<file path="src/rtl/me_mv_collector_pkg.sv">
// ---------------------------------------------------------------------------
// me_mv_collector_pkg
// Shared definitions for the motion-vector collector:
//   - default SAD / motion-vector widths
//   - FSM state encoding (IDLE=0, ACCUM=1)
//   - packed result record {mv_x, mv_y, sad} at the default widths
// ---------------------------------------------------------------------------
package me_mv_collector_pkg;

   localparam int SAD_BIT_WIDTH_DEF = 14;
   localparam int MV_BIT_WIDTH_DEF  = 5;

   typedef enum logic [0:0] {
      ST_IDLE  = 1'b0,
      ST_ACCUM = 1'b1
   } state_e;

   typedef struct packed {
      logic signed [MV_BIT_WIDTH_DEF-1:0] mv_x;
      logic signed [MV_BIT_WIDTH_DEF-1:0] mv_y;
      logic        [SAD_BIT_WIDTH_DEF-1:0] sad;
   } mv_result_t;

endpackage

</file>
<file path="src/rtl/me_mv_collector_fifo.sv">
// ---------------------------------------------------------------------------
// mv_result_fifo
// Two-entry synchronous FIFO with a registered head and valid/ready output.
// A push while full is only accepted when the head is popped in the same
// cycle; otherwise the pushed word is discarded (the owner flags that).
// Ports:
//   clk, rst          clock, synchronous active-high reset
//   push_i            write strobe
//   push_data_i       write data
//   valid_o, ready_i  head handshake (pop on valid_o & ready_i)
//   data_o            registered head word
//   full_o            both entries occupied
// ---------------------------------------------------------------------------
module mv_result_fifo #(
   parameter int DATA_W = 24
) (
   input  logic              clk,
   input  logic              rst,
   input  logic              push_i,
   input  logic [DATA_W-1:0] push_data_i,
   output logic              valid_o,
   input  logic              ready_i,
   output logic [DATA_W-1:0] data_o,
   output logic              full_o
);

   logic [DATA_W-1:0] head_r;
   logic [DATA_W-1:0] tail_r;
   logic [1:0]        count_r;
   logic              valid_r;
   logic              pop_s;

   assign pop_s   = valid_r & ready_i;
   assign valid_o = valid_r;
   assign data_o  = head_r;
   assign full_o  = (count_r == 2'd2);

   // Occupancy, head and tail storage update.
   always_ff @(posedge clk) begin
      if (rst) begin
         head_r  <= '0;
         tail_r  <= '0;
         count_r <= 2'd0;
         valid_r <= 1'b0;
      end else begin
         case (count_r)
            2'd0: begin
               if (push_i) begin
                  head_r  <= push_data_i;
                  count_r <= 2'd1;
                  valid_r <= 1'b1;
               end
            end
            2'd1: begin
               if (push_i && pop_s) begin
                  head_r <= push_data_i;
               end else if (push_i) begin
                  tail_r  <= push_data_i;
                  count_r <= 2'd2;
               end else if (pop_s) begin
                  count_r <= 2'd0;
                  valid_r <= 1'b0;
               end
            end
            2'd2: begin
               // Full: a push only lands if the head leaves this cycle.
               if (pop_s) begin
                  head_r <= tail_r;
                  if (push_i) begin
                     tail_r <= push_data_i;
                  end else begin
                     count_r <= 2'd1;
                  end
               end
            end
            default: begin
               count_r <= 2'd0;
               valid_r <= 1'b0;
            end
         endcase
      end
   end

endmodule

</file>
<file path="src/rtl/me_mv_collector.sv">
// ---------------------------------------------------------------------------
// me_mv_collector
// Reduces the ME core's per-row interim minima of one 8x8 block into a single
// minimum SAD, converts the winning (row, column) offset into a signed motion
// vector and queues {mv_x, mv_y, sad} in a 2-entry valid/ready FIFO. The input
// is never stalled; a dropped result sets overflow_o, a restarted block sets
// abort_o (both sticky until rst).
// Ports:
//   clk, rst                           clock, synchronous active-high reset
//   sad_valid_i, block_start_i         interim batch strobe / first batch
//   MSAD_interim, MSAD_index_interim   batch minimum SAD and its column
//   mv_valid_o, mv_ready_i             result queue head handshake
//   mv_x_o, mv_y_o, mv_sad_o           head result
//   block_cnt_o                        completed blocks (wraps)
//   overflow_o, abort_o                sticky status flags
// ---------------------------------------------------------------------------
module me_mv_collector
   import me_mv_collector_pkg::*;
#(
   parameter int SAD_BIT_WIDTH     = SAD_BIT_WIDTH_DEF,
   parameter int BATCHES_PER_BLOCK = 16,
   parameter int SEARCH_RANGE      = 8,
   parameter int MV_BIT_WIDTH      = MV_BIT_WIDTH_DEF
) (
   input  logic                            clk,
   input  logic                            rst,
   input  logic                            sad_valid_i,
   input  logic                            block_start_i,
   input  logic [SAD_BIT_WIDTH-1:0]        MSAD_interim,
   input  logic [3:0]                      MSAD_index_interim,
   output logic                            mv_valid_o,
   input  logic                            mv_ready_i,
   output logic signed [MV_BIT_WIDTH-1:0]  mv_x_o,
   output logic signed [MV_BIT_WIDTH-1:0]  mv_y_o,
   output logic [SAD_BIT_WIDTH-1:0]        mv_sad_o,
   output logic [15:0]                     block_cnt_o,
   output logic                            overflow_o,
   output logic                            abort_o
);

   localparam int CNT_W = (BATCHES_PER_BLOCK > 1) ? $clog2(BATCHES_PER_BLOCK) : 1;
   localparam int RES_W = 2 * MV_BIT_WIDTH + SAD_BIT_WIDTH;
   localparam logic [CNT_W-1:0] LAST_BATCH = CNT_W'(BATCHES_PER_BLOCK - 1);

   state_e                   state_r;
   logic [CNT_W-1:0]         batch_cnt_r;
   logic [SAD_BIT_WIDTH-1:0] best_sad_r;
   logic [3:0]               best_x_r;
   logic [CNT_W-1:0]         best_y_r;
   logic [15:0]              block_cnt_r;
   logic                     overflow_r;
   logic                     abort_r;

   logic                     start_s;
   logic                     accum_s;
   logic                     done_s;
   logic                     abort_s;
   logic                     drop_s;
   logic [SAD_BIT_WIDTH-1:0] nxt_sad_s;
   logic [3:0]               nxt_x_s;
   logic [CNT_W-1:0]         nxt_y_s;
   logic [CNT_W-1:0]         nxt_cnt_s;
   logic [MV_BIT_WIDTH-1:0]  mv_x_s;
   logic [MV_BIT_WIDTH-1:0]  mv_y_s;
   logic [RES_W-1:0]         push_data_s;
   logic [RES_W-1:0]         head_s;
   logic                     full_s;

   // Fold the current batch into the running best; the final batch's result
   // is taken from these next-state values so it is compared before pushing.
   always_comb begin
      start_s   = sad_valid_i & block_start_i;
      accum_s   = sad_valid_i & ~block_start_i & (state_r == ST_ACCUM);
      nxt_sad_s = best_sad_r;
      nxt_x_s   = best_x_r;
      nxt_y_s   = best_y_r;
      nxt_cnt_s = batch_cnt_r;
      done_s    = 1'b0;
      abort_s   = 1'b0;
      if (start_s) begin
         nxt_sad_s = MSAD_interim;
         nxt_x_s   = MSAD_index_interim;
         nxt_y_s   = '0;
         nxt_cnt_s = CNT_W'(1);
         done_s    = (BATCHES_PER_BLOCK == 1);
         abort_s   = (state_r == ST_ACCUM);
      end else if (accum_s) begin
         // Strict compare: ties keep the earlier row.
         if (MSAD_interim < best_sad_r) begin
            nxt_sad_s = MSAD_interim;
            nxt_x_s   = MSAD_index_interim;
            nxt_y_s   = batch_cnt_r;
         end else begin
            nxt_sad_s = best_sad_r;
         end
         nxt_cnt_s = batch_cnt_r + CNT_W'(1);
         done_s    = (batch_cnt_r == LAST_BATCH);
      end else begin
         done_s = 1'b0;
      end
   end

   // Biased offsets to two's complement vectors, packed as {mv_x, mv_y, sad}.
   always_comb begin
      mv_x_s      = MV_BIT_WIDTH'(nxt_x_s) - MV_BIT_WIDTH'(SEARCH_RANGE);
      mv_y_s      = MV_BIT_WIDTH'(nxt_y_s) - MV_BIT_WIDTH'(SEARCH_RANGE);
      push_data_s = {mv_x_s, mv_y_s, nxt_sad_s};
      drop_s      = done_s & full_s & ~(mv_valid_o & mv_ready_i);
   end

   // Block accumulation FSM, completion counter and sticky flags.
   always_ff @(posedge clk) begin
      if (rst) begin
         state_r     <= ST_IDLE;
         batch_cnt_r <= '0;
         best_sad_r  <= '0;
         best_x_r    <= 4'd0;
         best_y_r    <= '0;
         block_cnt_r <= 16'd0;
         overflow_r  <= 1'b0;
         abort_r     <= 1'b0;
      end else begin
         if (start_s || accum_s) begin
            best_sad_r <= nxt_sad_s;
            best_x_r   <= nxt_x_s;
            best_y_r   <= nxt_y_s;
         end
         if (done_s) begin
            state_r     <= ST_IDLE;
            batch_cnt_r <= '0;
            block_cnt_r <= block_cnt_r + 16'd1;
         end else if (start_s || accum_s) begin
            state_r     <= ST_ACCUM;
            batch_cnt_r <= nxt_cnt_s;
         end
         if (abort_s) begin
            abort_r <= 1'b1;
         end
         if (drop_s) begin
            overflow_r <= 1'b1;
         end
      end
   end

   mv_result_fifo #(
      .DATA_W (RES_W)
   ) u_fifo (
      .clk         (clk),
      .rst         (rst),
      .push_i      (done_s),
      .push_data_i (push_data_s),
      .valid_o     (mv_valid_o),
      .ready_i     (mv_ready_i),
      .data_o      (head_s),
      .full_o      (full_s)
   );

   assign mv_x_o      = head_s[RES_W-1 -: MV_BIT_WIDTH];
   assign mv_y_o      = head_s[SAD_BIT_WIDTH +: MV_BIT_WIDTH];
   assign mv_sad_o    = head_s[SAD_BIT_WIDTH-1:0];
   assign block_cnt_o = block_cnt_r;
   assign overflow_o  = overflow_r;
   assign abort_o     = abort_r;

endmodule

</file>
<file path="config.mk">
export PLATFORM = sky130hd
export DESIGN_NAME = me_mv_collector
export DESIGN_NICKNAME = d
export VERILOG_FILES = /design/src/rtl/me_mv_collector_pkg.sv /design/src/rtl/me_mv_collector_fifo.sv /design/src/rtl/me_mv_collector.sv
export SDC_FILE = /design/constraint.sdc
export NUM_CORES = 1
export LEC_CHECK = 0
export CORE_UTILIZATION = 55
export DETAILED_ROUTE_END_ITERATION = 8
export GPL_TIMING_DRIVEN = 1
export HOLD_SLACK_MARGIN = 0.06
export PLACE_DENSITY = 0.81
export SLEW_MARGIN = 20
export SYNTH_ARGS = -nofsm -noshare
export SYNTH_HDL_FRONTEND = slang
export SYNTH_SLANG_ARGS = --single-unit
</file>
<file path="constraint.sdc">
create_clock -name clk -period 5.54 [get_ports clk]
set_input_delay 1.385 -clock clk [delete_from_list [all_inputs] [get_ports clk]]
set_output_delay 1.385 -clock clk [all_outputs]
set_load 0.05 [all_outputs]
</file>
==> flow_summary_export.csv <==
group,metric,value,unit
cells_and_area,final_cell_mix,"dfxtp_1 (92), clkdlybuf4s50_1 (64), nor2_1 (52)",
worst_setup_path,required,5.82,ns
power,leakage,1.78,nW
place,place_inst,604,
global_routing,met3_usage,0.0545,
cells_and_area,fillers,567,
timing,tns,0,ns
power,peakVddDrop,0.153,mV
global_routing,grtUsageMet2,0.400,
timing,post-route-min-period,3.65,ns
clocking,postCtsSetupBuffers,0,
clocking,cts_hold_buf,0,
place,dpl.hpwl,6300,um
timing,max_freq,0.274,GHz
timing,slew_headroom,0.449,
cells_and_area,instances_no_fill,620,
global_routing,antenna_found_initial,0,
yosys,yosysSeqAreaShare,0.439,
clocking,clkLatencyLatePin,0.36,ns
floorplan,die_w,89.4,um
yosys,ys.flop_type,"dfxtp_1",
timing,tightest_slew,0.826,ns
timing,setup_viol,0,
timing,drv_slew,0,
routing,postRouteAntennaNets,0,
floorplan,fp.dieH,89.4,um
power,fin_total_pwr,1.25,mW
yosys,synth_cells,463,
routing,drc,0,
worst_setup_path,reg2regPathDepth,8,
run_status,status,"complete, no violations",
timing,fin_crit_sh,0.660,
timing,skew,0.0102,ns
cells_and_area,num-nets-final,558,
global_routing,grt_pass1_wl,14800,um
yosys,synthDistinctLibCells,54,
worst_setup_path,critical_path_class,"primary input to register",
flow_run,cap_viol_max_count,0,
worst_hold_path,hp-class,"register to register",
routing,drtIter0Drc,178,
power,power.density,246,mW/mm2
worst_setup_path,startpoint_type,"primary input",
clocking,clock_path_buffers,2,
global_routing,overflow,0,
routing,num_vias,3571,
timing,rsz0062_at_grt,"no",
yosys,ys_seq_elements,92,
global_routing,grt.total_usage,0.244,
floorplan,core_area,0.00733,mm2
yosys,synth_nets,505,
place,place.gp.congestion,0.831,
timing,finalHoldViolCount,0,
floorplan,ioPinCount,66,
worst_setup_path,worst_setup_path_end_kind,"register",
yosys,synth_area,0.00420,mm2
worst_setup_path,crit_fanout,41,
yosys,synth_edf_count,0,
cells_and_area,final_common_cell,"dfxtp_1",
global_routing,top_usage_layer,"met2",
clocking,cts_tree,"built",
routing,wl_per_cell,15.4,um
routing,dr.pass1.iters,5,
yosys,syn_area_per_cell,9.06,um2
floorplan,dieArea,0.00798,mm2
floorplan,fp-row-count,31,
global_routing,use_met1,0.318,
clocking,ctsRootBufferMaster,"clkbuf_8",
cells_and_area,drive_above_1_share,0.0787,
cells_and_area,antenna_cells,0,
place,port_buffers,65,
clocking,cts_num_sinks,92,
routing,via_per_inst,5.76,
routing,routed_wl,9550,um
cells_and_area,multi_input_area,0.00215,mm2
place,place_ws,1.55,ns
cells_and_area,seqCellArea,0.00184,mm2
worst_setup_path,crit_arrival,3.93,ns
global_routing,grt_pass1_vias,3204,
clocking,clk_pin_slew,0.09,ns
timing,setup_ws,1.89,ns
yosys,ys_async_sr_fraction,0,
cells_and_area,syn_to_final_growth,21.0,%
clocking,htree_levels,3,
worst_hold_path,hold_depth,2,
floorplan,start_util,0.572,
yosys,yosys_warnings,0,
clocking,ctsResizeCount,0,
clocking,cts_buffers,9,
global_routing,grt_max_degree,73,
-- final cells by class --
type                    count  share of cell area
well taps                  99              0.0244
multi-input cells         323               0.423
inverters                  19              0.0140
flip-flops and latches     92               0.363
repair buffers             71               0.136
clock buffers              13              0.0313
clock inverters             3             0.00887
-- routing by layer --
layer | vias up | share of wire
li1 | 1763 | -
met1 | 1689 | 0.46
met2 | 105 | 0.48
met3 | 14 | 0.048
met4 | 0 | 0.013
met5 | - | 0
-- worst max-delay path, stage by stage --
cell and delay, ns:
clkdlybuf4s50_1 0.51, nand4b_1 0.39, nor4_2 0.49, a31o_2 0.67, o21ai_0 0.24, a211oi_2 0.24
-- cell families (layout without fill, tap and decap cells) --
kind of cell,count (synthesis),in the layout,synth area share
mux,21,21,0.0504
xor+xnor,12,12,0.0250
flops,92,92,0.439
simple gates,140,140,0.175
compound gates,131,131,0.203
fa+ha+maj,19,19,0.0566
buf+inv,48,106,0.0507
-- registers in the layout, indices dropped and copies added (netlist names), named ones only --
signal,flops
abort_o,1
batch_cnt_r,4
best_sad_r,14
best_x_r,3
best_y_r,4
block_cnt_o,16
overflow_o,1
state_r,1
u_fifo.count_r,2
u_fifo.data_o,22
u_fifo.tail_r,22
u_fifo.valid_o,1
-- worst paths after layout --
check                                  startpoint           endpoint  slack, ns
worst max-delay path                block_start_i  u_fifo.data_o[21]       1.89
worst min-delay path            u_fifo.tail_r[18]  u_fifo.tail_r[18]       0.47
worst max register to register  u_fifo.count_r[0]  u_fifo.data_o[21]       2.66
worst min register to register  u_fifo.tail_r[18]  u_fifo.tail_r[18]       0.47
-- cell usage after synthesis (2+ instances only) --
cell type	n	share of area
nand2b_1	2	0.0030
xnor2_1	7	0.015
buf_2	7	0.0083
buf_4	2	0.0036
and4_1	2	0.0042
nand2_1	16	0.014
buf_6	2	0.0054
xor2_1	5	0.010
nor3b_1	3	0.0054
a211oi_1	13	0.023
inv_1	19	0.017
o221a_2	2	0.0054
clkbuf_1	16	0.014
dfxtp_1	92	0.44
o21ai_0	48	0.057
nand3_1	8	0.0095
a21oi_1	33	0.039
nand4_1	8	0.012
a22oi_1	6	0.011
or3_1	4	0.0060
and2_1	5	0.0075
nand3b_1	19	0.034
a211oi_2	10	0.030
mux2i_1	20	0.048
a31oi_1	2	0.0030
nor3_1	7	0.0083
nor2_1	53	0.047
o21a_1	2	0.0036
ha_1	19	0.057
nor2b_1	2	0.0030
and3_1	5	0.0075
a21o_1	2	0.0036
-- power breakdown --
part	internal [mW]	switching, mW
logic	0.0433	0.0613
registers	0.670	0.00580
clock network	0.234	0.232
-- stage by stage --
step	area, um2	hold WS [ns]	utilization
after detailed placement	4870	0.455	0.665
final	5080	0.473	0.693
after global routing	5080	0.531	0.693
after floorplan	4200	0.431	-
after global placement	4870	0.443	0.665
after CTS	5080	0.474	0.693
(Power assumes the default switching activity.)
